--- config.mk ---
export PLATFORM = sky130hd
export DESIGN_NAME = mem_responder
export DESIGN_NICKNAME = d
export VERILOG_FILES = /design/src/rtl/mem_responder.sv
export SDC_FILE = /design/constraint.sdc
export NUM_CORES = 2
export LEC_CHECK = 0
export CORE_MARGIN = 10
export CORE_UTILIZATION = 40
export CTS_CLUSTER_SIZE = 30
export DETAILED_ROUTE_END_ITERATION = 10
export REMOVE_ABC_BUFFERS = 1
export SLEW_MARGIN = 5
export SYNTH_ARGS = -nofsm -noshare
export SYNTH_HDL_FRONTEND = slang
export SYNTH_SLANG_ARGS = --single-unit
export TNS_END_PERCENT = 5
--- constraint.sdc ---
create_clock -name MEM_clock -period 14 [get_ports MEM_clock]
set_clock_uncertainty 0.2 [all_clocks]
set_input_delay 2.8 -clock MEM_clock [delete_from_list [all_inputs] [get_ports MEM_clock]]
set_output_delay 2.8 -clock MEM_clock [all_outputs]
set_load 0.1 [all_outputs]
--- src/rtl/mem_responder.sv ---
// Memory-side responder: one read/write per transaction. Each request waits a
// fixed number of wait states, then accesses a 16-bit word array. The result
// is returned on a valid/ready response channel.
module mem_responder #(
  parameter int ADDR_WIDTH  = 8,
  parameter int DATA_WIDTH  = 16,
  parameter int MEM_DEPTH   = 256,
  parameter int WAIT_STATES = 2
) (
  input  logic                  MEM_clock,
  input  logic                  MEM_reset,
  input  logic                  req_valid,
  input  logic                  req_write,
  input  logic [ADDR_WIDTH-1:0] req_addr,
  input  logic [DATA_WIDTH-1:0] req_wdata,
  output logic                  req_ready,
  output logic                  resp_valid,
  output logic [DATA_WIDTH-1:0] resp_rdata,
  output logic                  resp_error,
  input  logic                  resp_ready,
  output logic                  busy
);

  // Array index width; the address is truncated only after the range check.
  localparam int IDX_W = (MEM_DEPTH > 1) ? $clog2(MEM_DEPTH) : 1;

  typedef enum logic [1:0] {
    S_IDLE = 2'd0,
    S_WAIT = 2'd1,
    S_RESP = 2'd2
  } state_e;

  state_e                state_q, state_d;
  logic [3:0]            cnt_q, cnt_d;
  logic [ADDR_WIDTH-1:0] addr_q, addr_d;
  logic                  write_q, write_d;
  logic [DATA_WIDTH-1:0] wdata_q, wdata_d;
  logic                  resp_valid_q, resp_valid_d;
  logic [DATA_WIDTH-1:0] resp_rdata_q, resp_rdata_d;
  logic                  resp_error_q, resp_error_d;

  logic [DATA_WIDTH-1:0] mem_q [MEM_DEPTH];
  logic                  mem_we;
  logic                  in_range;
  logic [IDX_W-1:0]      idx;

  assign in_range = (32'(addr_q) < 32'(MEM_DEPTH));
  assign idx      = addr_q[IDX_W-1:0];

  assign req_ready  = (state_q == S_IDLE);
  assign busy       = (state_q != S_IDLE);
  assign resp_valid = resp_valid_q;
  assign resp_rdata = resp_rdata_q;
  assign resp_error = resp_error_q;

  // Next-state and datapath: accept in IDLE, count down in WAIT, hold in RESP
  always_comb begin
    state_d      = state_q;
    cnt_d        = cnt_q;
    addr_d       = addr_q;
    write_d      = write_q;
    wdata_d      = wdata_q;
    resp_valid_d = resp_valid_q;
    resp_rdata_d = resp_rdata_q;
    resp_error_d = resp_error_q;
    mem_we       = 1'b0;
    unique case (state_q)
      S_IDLE: begin
        if (req_valid) begin
          addr_d  = req_addr;
          write_d = req_write;
          wdata_d = req_wdata;
          cnt_d   = 4'(WAIT_STATES);
          state_d = S_WAIT;
        end
      end
      S_WAIT: begin
        if (cnt_q != 4'd0) begin
          cnt_d = cnt_q - 4'd1;
        end else begin
          state_d      = S_RESP;
          resp_valid_d = 1'b1;
          if (!in_range) begin
            resp_rdata_d = '0;
            resp_error_d = 1'b1;
          end else if (write_q) begin
            // Reset blocks the commit, so a write aborted at this edge never lands.
            mem_we       = !MEM_reset;
            resp_rdata_d = wdata_q;
            resp_error_d = 1'b0;
          end else begin
            resp_rdata_d = mem_q[idx];
            resp_error_d = 1'b0;
          end
        end
      end
      S_RESP: begin
        if (resp_ready) begin
          resp_valid_d = 1'b0;
          state_d      = S_IDLE;
        end
      end
      default: state_d = S_IDLE;
    endcase
  end

  // Control and response registers, synchronously reset
  always_ff @(posedge MEM_clock) begin
    if (MEM_reset) begin
      state_q      <= S_IDLE;
      cnt_q        <= '0;
      addr_q       <= '0;
      write_q      <= 1'b0;
      wdata_q      <= '0;
      resp_valid_q <= 1'b0;
      resp_rdata_q <= '0;
      resp_error_q <= 1'b0;
    end else begin
      state_q      <= state_d;
      cnt_q        <= cnt_d;
      addr_q       <= addr_d;
      write_q      <= write_d;
      wdata_q      <= wdata_d;
      resp_valid_q <= resp_valid_d;
      resp_rdata_q <= resp_rdata_d;
      resp_error_q <= resp_error_d;
    end
  end

  // Word array: no reset, so contents survive MEM_reset
  always_ff @(posedge MEM_clock) begin
    if (mem_we) mem_q[idx] <= wdata_q;
  end

endmodule
## Word-level counts from Yosys, hierarchy flattened

Memories as Yosys holds them, arrays and structs flattened. A register that Yosys moved wholly into a read port is not among the register bits.
Index checks and enable logic that the tools add are counted.

- Reductions and logical operators: 11
- Equality and inequality tests: 6
- Bitwise logic cells: 1
- Muxes and demuxes: 15
- Add/subtract/negate cells: 1

Operators with widths:

| kind | count |
|---|---|
| $reduce_and 3->1 | 3 |
| $mux 4 | 2 |
| $ne 2x2->1 const B | 4 |
| $pmux 4 s2 | 1 |
| $mux 1 | 7 |
| $mux 2 | 3 |
| $pmux 2 s3 | 1 |
| $reduce_bool 2->1 | 3 |
| $reduce_and 2->1 | 2 |
| $reduce_bool 4->1 | 1 |
| $sub 4x1->4 const B | 1 |
| $eq 2x1->1 const B | 1 |
| $eq 2x2->1 const B | 1 |
| $logic_not 2->1 | 1 |
| $pmux 1 s2 | 1 |
| $logic_not 1->1 | 1 |
| $not 1->1 | 1 |

- Logic and storage cells: 41
- Memories kept: 1
- Output and inout bits: 20
- Bits in writable memories: 4096
- Flip-flop bits (word level): 32

Memory list:

| memory | depth | bits a word | rd ports | clocked after memory_dff | write ports | line | text |
|---|---|---|---|---|---|---|---|
| mem_q | 256 | 16 | 1 | 1 | 1 | 42 | `logic [DATA_WIDTH-1:0] mem_q [MEM_DEPTH];` |

## Depth between registers and ports, before layout

- Word-level depth: 6
- Gate-level depth with buffers: 13
- Gate-level depth less buffers: 9

## Least setup slack after synthesis

No wires, ideal clock.

- Path type: register -> output
- From: register state_q[0]
- To: output busy
- Slack: 8.294 ns
- Buffers on the path: 1
- Required time: 11.000 ns
- Stages on the path, launching flop included: 4
- Data arrival time: 2.706 ns
- Cell sequence: dfxtp_1 -> buf_2 -> nor2_1 -> inv_1

- Word-level cells in the longest chain between the ends: 1

Ends and longest elaborated chain:

| what | line | text |
|---|---|---|
| start: declaration | 33 | `state_e state_q, state_d;` |
| start signal: assignment | 119 | `state_q <= state_d;` |
| $reduce_bool 2->1 | 51 | `assign busy = (state_q != S_IDLE);` |
| end: declaration | 21 | `output logic busy` |

Every way passes these cells.

## Final worst setup path

- From: input MEM_reset
- To: memory mem_q[247][8] (enable)

- Word-level cells in the longest chain between the ends: 6

Ends and longest elaborated chain:

| what | line | text |
|---|---|---|
| start: declaration | 11 | `input logic MEM_reset,` |
| $logic_not 1->1 | 88 | `mem_we = !MEM_reset;` |
| $mux 1 | 86 | `end else if (write_q) begin` |
| $mux 1 | 78 | `if (cnt_q != 4'd0) begin` |
| $mux 1 | 67 | `unique case (state_q)` |
| $mux 1 | 132 | `if (mem_we) mem_q[idx] <= wdata_q;` |
| $mux 1 (not written as such) | 132 |  |
| end: declaration | 42 |  |

Every way passes these cells.

==> run summary <==
49 I/O pins were placed. The total overflow left after global routing is 0. The number of enable flip-flop cells after synthesis works out to 4096. Setup violations remaining at the end of the flow were counted as 0.

The tool flagged a number of max-cap violations equal to 0. The transition time of the tightest slew-check pin is 1.42 ns, and the effective utilization at floorplan is 40.2%. For this run, the detailed router's first-pass iteration total came to 7. In this run the power density over the cells is 150 nW/um^2. Hold repair after CTS inserted 0 buffers. TritonCTS built the clock tree.

For the number of hold violations in the final report, the log shows 0. The number of nets with antenna violations after detailed routing is 0, and the count of cell types in the netlist is 75. The number of synthesized register bits is 4144, and the chip width is 650 um. Dividing the final minimum period by the clock period gives 44.8%.

Counting every instance in the synthesized netlist gives 7271. The largest total area in the synthesized netlist belongs to sky130_fd_sc_hd__edfxtp_1. The post-route netlist has 26.5% of its cells at a drive strength greater than 1. Kind of launch point of the worst setup path: a primary input.

The share of the yosys chip area belonging to registers was 78.0%; the number of max-slew violations in the final report was 0. Once the clock tree was built, the resizer swapped 0 gates to a different size. By startpoint and endpoint, the worst setup path is classified as primary input to flip-flop. The count of buffers added on input and output ports is 47.

For the final routed database, the setup TNS stands at 0 ns. Derived from the worst setup path, the maximum achievable clock frequency is 160 MHz. The vertical die dimension is 650 um, and the depth of the CTS H-tree is 5.

After clock tree synthesis, the clock-pin slew on the worst setup and hold paths is 0.06 ns. At the worst endpoint, the arrival time is 6.63 ns. The path class of the tightest hold or removal check is flip-flop to flip-flop.

Setup repair after global routing left no endpoint under its margin. Kind of capture point of the worst setup path: a flip-flop. The die covers 423000 um^2. The share of async-settable or async-resettable flops after synthesis works out to 0%.

The final RePlAce weighted congestion is 0.908. The tools report the number of antenna violations at the first check in global routing as 25. The final layout contains 7731 nets.

The Yosys step of the flow raised 0 warnings. Summed over all cells, the static leakage comes to 56.5 nW. Summing the areas of all xor and xnor instances in the mapped netlist gives 0.0110% of the synthesized area.

The worst path in the final design needs a cycle of 6.27 ns, including I/O delays and setup. The area share of the largest cell type after synthesis came out at 77.4%. In the synthesized netlist the dominant register cell turns out to be sky130_fd_sc_hd__edfxtp_1. The run gives 4 as the largest buffer count on any clock path.

The number of buffers created by CTS is 416, and the overall routing resource usage is 21.5%. The library cells used most frequently in the layout, excluding fill and tap cells, are 4096 x sky130_fd_sc_hd__edfxtp_1, 953 x sky130_fd_sc_hd__mux4_2, 418 x sky130_fd_sc_hd__clkbuf_16. The total number of clock tree sinks came out at 4144. The tools report the worst endpoint required time as 14.36 ns. The number of violations reported at the end of detailed-routing iteration 0 came out at 12200.

Clock latency on the worst-skew pair, taken at its later pin, is 1.00 ns. In the final routed layout, each cell accounts on average for 35.2 um. First-pass GRT wire length: 648 mm. By area, the combinational part of the netlist is dominated by multiplexers. Along the worst path, the maximum fanout reaches 41. The library cell used most frequently in the layout, excluding fill and tap cells, is sky130_fd_sc_hd__edfxtp_1.

Placed wire-length estimate: 290 mm. By area the synthesized netlist is led by sky130_fd_sc_hd__edfxtp_1 77%, sky130_fd_sc_hd__mux4_2 14%, sky130_fd_sc_hd__mux2i_1 1.6%, sky130_fd_sc_hd__nor2_1 0.78%, sky130_fd_sc_hd__o22ai_1 0.63%. The completed layout was analyzed and its total power is 27.1 mW. The worst ir drop on vdd is 0.114 mV, and the post-detailed-route DRC marker count is 0.

Summing the areas of all and, or, nand and nor instances in the mapped netlist gives 2.10% of the synthesized area. Using the TritonRoute via totals, the vias-per-cell ratio works out to 6.05. The synthesized netlist devotes 2.93% of its cell area to compound gates. The routed wire length is 468 mm, and the number of global-route vias before repair is 79200. Once the clock tree was built, the setup fixing pass inserted 0 buffers. The run gives 171 as the pin count of the biggest net entering global routing. The average footprint of a synthesized cell is 21.8 um^2. Of the total synthesized cell area, the portion taken by full adders, half adders and majority gates is 0.00788%. Clock tree synthesis selected as its root buffer the cell sky130_fd_sc_hd__clkbuf_16.

The mapped cell area was 159000 um^2. For the normalized max-slew margin, the log shows 4.53%. The core region is 396000 um^2. The area growth from synthesis to layout is 13.8%. The flow ran to the end, and the final reports show no timing, DRC or antenna violations. The via total after detailed routing was 80600.

Row generation in the floorplan step produced 231 rows. Multiplexer share of the synthesized area: 15.4%.
-- where the power goes --
| group | total, mW | internal (mW) | switching (mW) |
|---|---|---|---|
| logic | 2.05 | 0.611 | 1.44 |
| registers | 13.9 | 13.8 | 0.105 |
| clock network | 11.2 | 6.40 | 4.80 |
| total | 27.1 | 20.8 | 6.35 |
-- cells in the mapped netlist, types with 4 or more instances --
master / instances
sky130_fd_sc_hd__nand3_1: 60
sky130_fd_sc_hd__or4_1: 9
sky130_fd_sc_hd__a22oi_1: 109
sky130_fd_sc_hd__a31oi_1: 36
sky130_fd_sc_hd__buf_1: 26
sky130_fd_sc_hd__a21oi_1: 81
sky130_fd_sc_hd__o21ai_0: 53
sky130_fd_sc_hd__a32oi_1: 6
sky130_fd_sc_hd__and2_1: 8
sky130_fd_sc_hd__o221ai_1: 38
sky130_fd_sc_hd__a311oi_1: 19
sky130_fd_sc_hd__nand2b_1: 11
sky130_fd_sc_hd__a2111oi_0: 22
sky130_fd_sc_hd__a31o_2: 7
sky130_fd_sc_hd__mux2_2: 48
sky130_fd_sc_hd__inv_1: 19
sky130_fd_sc_hd__edfxtp_1: 4096
sky130_fd_sc_hd__buf_4: 76
sky130_fd_sc_hd__clkbuf_1: 150
sky130_fd_sc_hd__nor2_1: 332
sky130_fd_sc_hd__buf_6: 30
sky130_fd_sc_hd__nand3b_1: 11
sky130_fd_sc_hd__a221oi_1: 25
sky130_fd_sc_hd__nor4_1: 28
sky130_fd_sc_hd__a211oi_1: 36
sky130_fd_sc_hd__o22a_1: 9
sky130_fd_sc_hd__o211ai_1: 8
sky130_fd_sc_hd__nor3_1: 20
sky130_fd_sc_hd__mux2i_1: 247
sky130_fd_sc_hd__a311o_1: 4
sky130_fd_sc_hd__nor2b_1: 37
sky130_fd_sc_hd__nand2_1: 206
sky130_fd_sc_hd__mux4_2: 953
sky130_fd_sc_hd__and3_1: 11
sky130_fd_sc_hd__buf_2: 153
sky130_fd_sc_hd__o2111ai_1: 9
sky130_fd_sc_hd__o21a_1: 12
sky130_fd_sc_hd__o22ai_1: 159
sky130_fd_sc_hd__dfxtp_1: 48
sky130_fd_sc_hd__a22o_1: 6
-- worst max-delay path, cell delays in order --
cell and delay (ns):
sky130_fd_sc_hd__buf_2 0.10, sky130_fd_sc_hd__buf_4 0.27, sky130_fd_sc_hd__nor2_1 0.22, sky130_fd_sc_hd__nand2_1 0.17, sky130_fd_sc_hd__nor2_4 0.44, sky130_fd_sc_hd__buf_4 0.45, sky130_fd_sc_hd__nand3_2 0.80, sky130_fd_sc_hd__buf_4 0.56
sky130_fd_sc_hd__nor2_2 0.72
-- registers in the layout (all words and copies together), names as in the netlist --
signal,flops
addr_q,8
resp_rdata,16
cnt_q,4
state_q,2
write_q,1
mem_q,4096
wdata_q,16
resp_valid,1
-- worst paths after layout --
path                          startpoint                          to  depth (start not counted)  slack [ns]
setup / recovery               MEM_reset     mem_q[247][8]$_DFFE_PP_                          9        7.73
hold / removal    addr_q[4]$_SDFFE_PP0P_      addr_q[4]$_SDFFE_PP0P_                          2        0.26
setup reg to reg  addr_q[3]$_SDFFE_PP0P_  resp_rdata[4]$_SDFFE_PP0P_                         10        7.80
hold reg to reg   addr_q[4]$_SDFFE_PP0P_      addr_q[4]$_SDFFE_PP0P_                          2        0.26
-- logic make-up (layout without fill, tap and decap cells) --
| kind of cell | Yosys count | count (layout) |
|---|---|---|
| flip-flops | 4144 | 4144 |
| multiplexers | 1248 | 1248 |
| AND/OR/NAND/NOR | 753 | 753 |
| AO/OA/AOI/OAI | 666 | 666 |
| buffers and inverters | 456 | 1243 |
| XOR/XNOR | 2 | 2 |
| adder cells (fa/ha/maj) | 1 | 1 |
| other | 1 | 14 |
-- cell type report --
type	instances	area, um^2
inverters	21	88.8
flip-flops and latches	4144	124000
fillers	32500	215000
clock buffers	485	10700
repair buffers	447	3600
clock inverters	290	2920
well taps	5242	6560
diodes	13	32.5
multi-input cells	2671	32800
-- metal layers --
layer | routed length, um | track usage, % | vias up | share of wire (%)
li1 | - | - | 31600 | -
met1 | 178000 | 29.4 | 43200 | 38
met2 | 217000 | 33.3 | 4895 | 46
met3 | 50800 | 5.17 | 829 | 11
met4 | 22300 | 8.83 | 6 | 4.8
met5 | 33 | 0 | - | 0.0070
-- through the flow --
stage	hold slack (ns)	setup WS [ns]	instance area, um^2	cells	utilization, %
2_1_floorplan	0.251	-26.05	157000	6836	-
3_3_place_gp	0.248	6.69	167000	12500	42.2
3_5_place_dp	0.255	6.56	167000	12500	42.2
4_1_cts	0.264	7.53	181000	13300	45.7
5_1_grt	0.275	7.59	181000	13300	45.7
6_report	0.261	7.73	181000	13300	45.7
No activity file was read; power rests on OpenSTA's default activity.
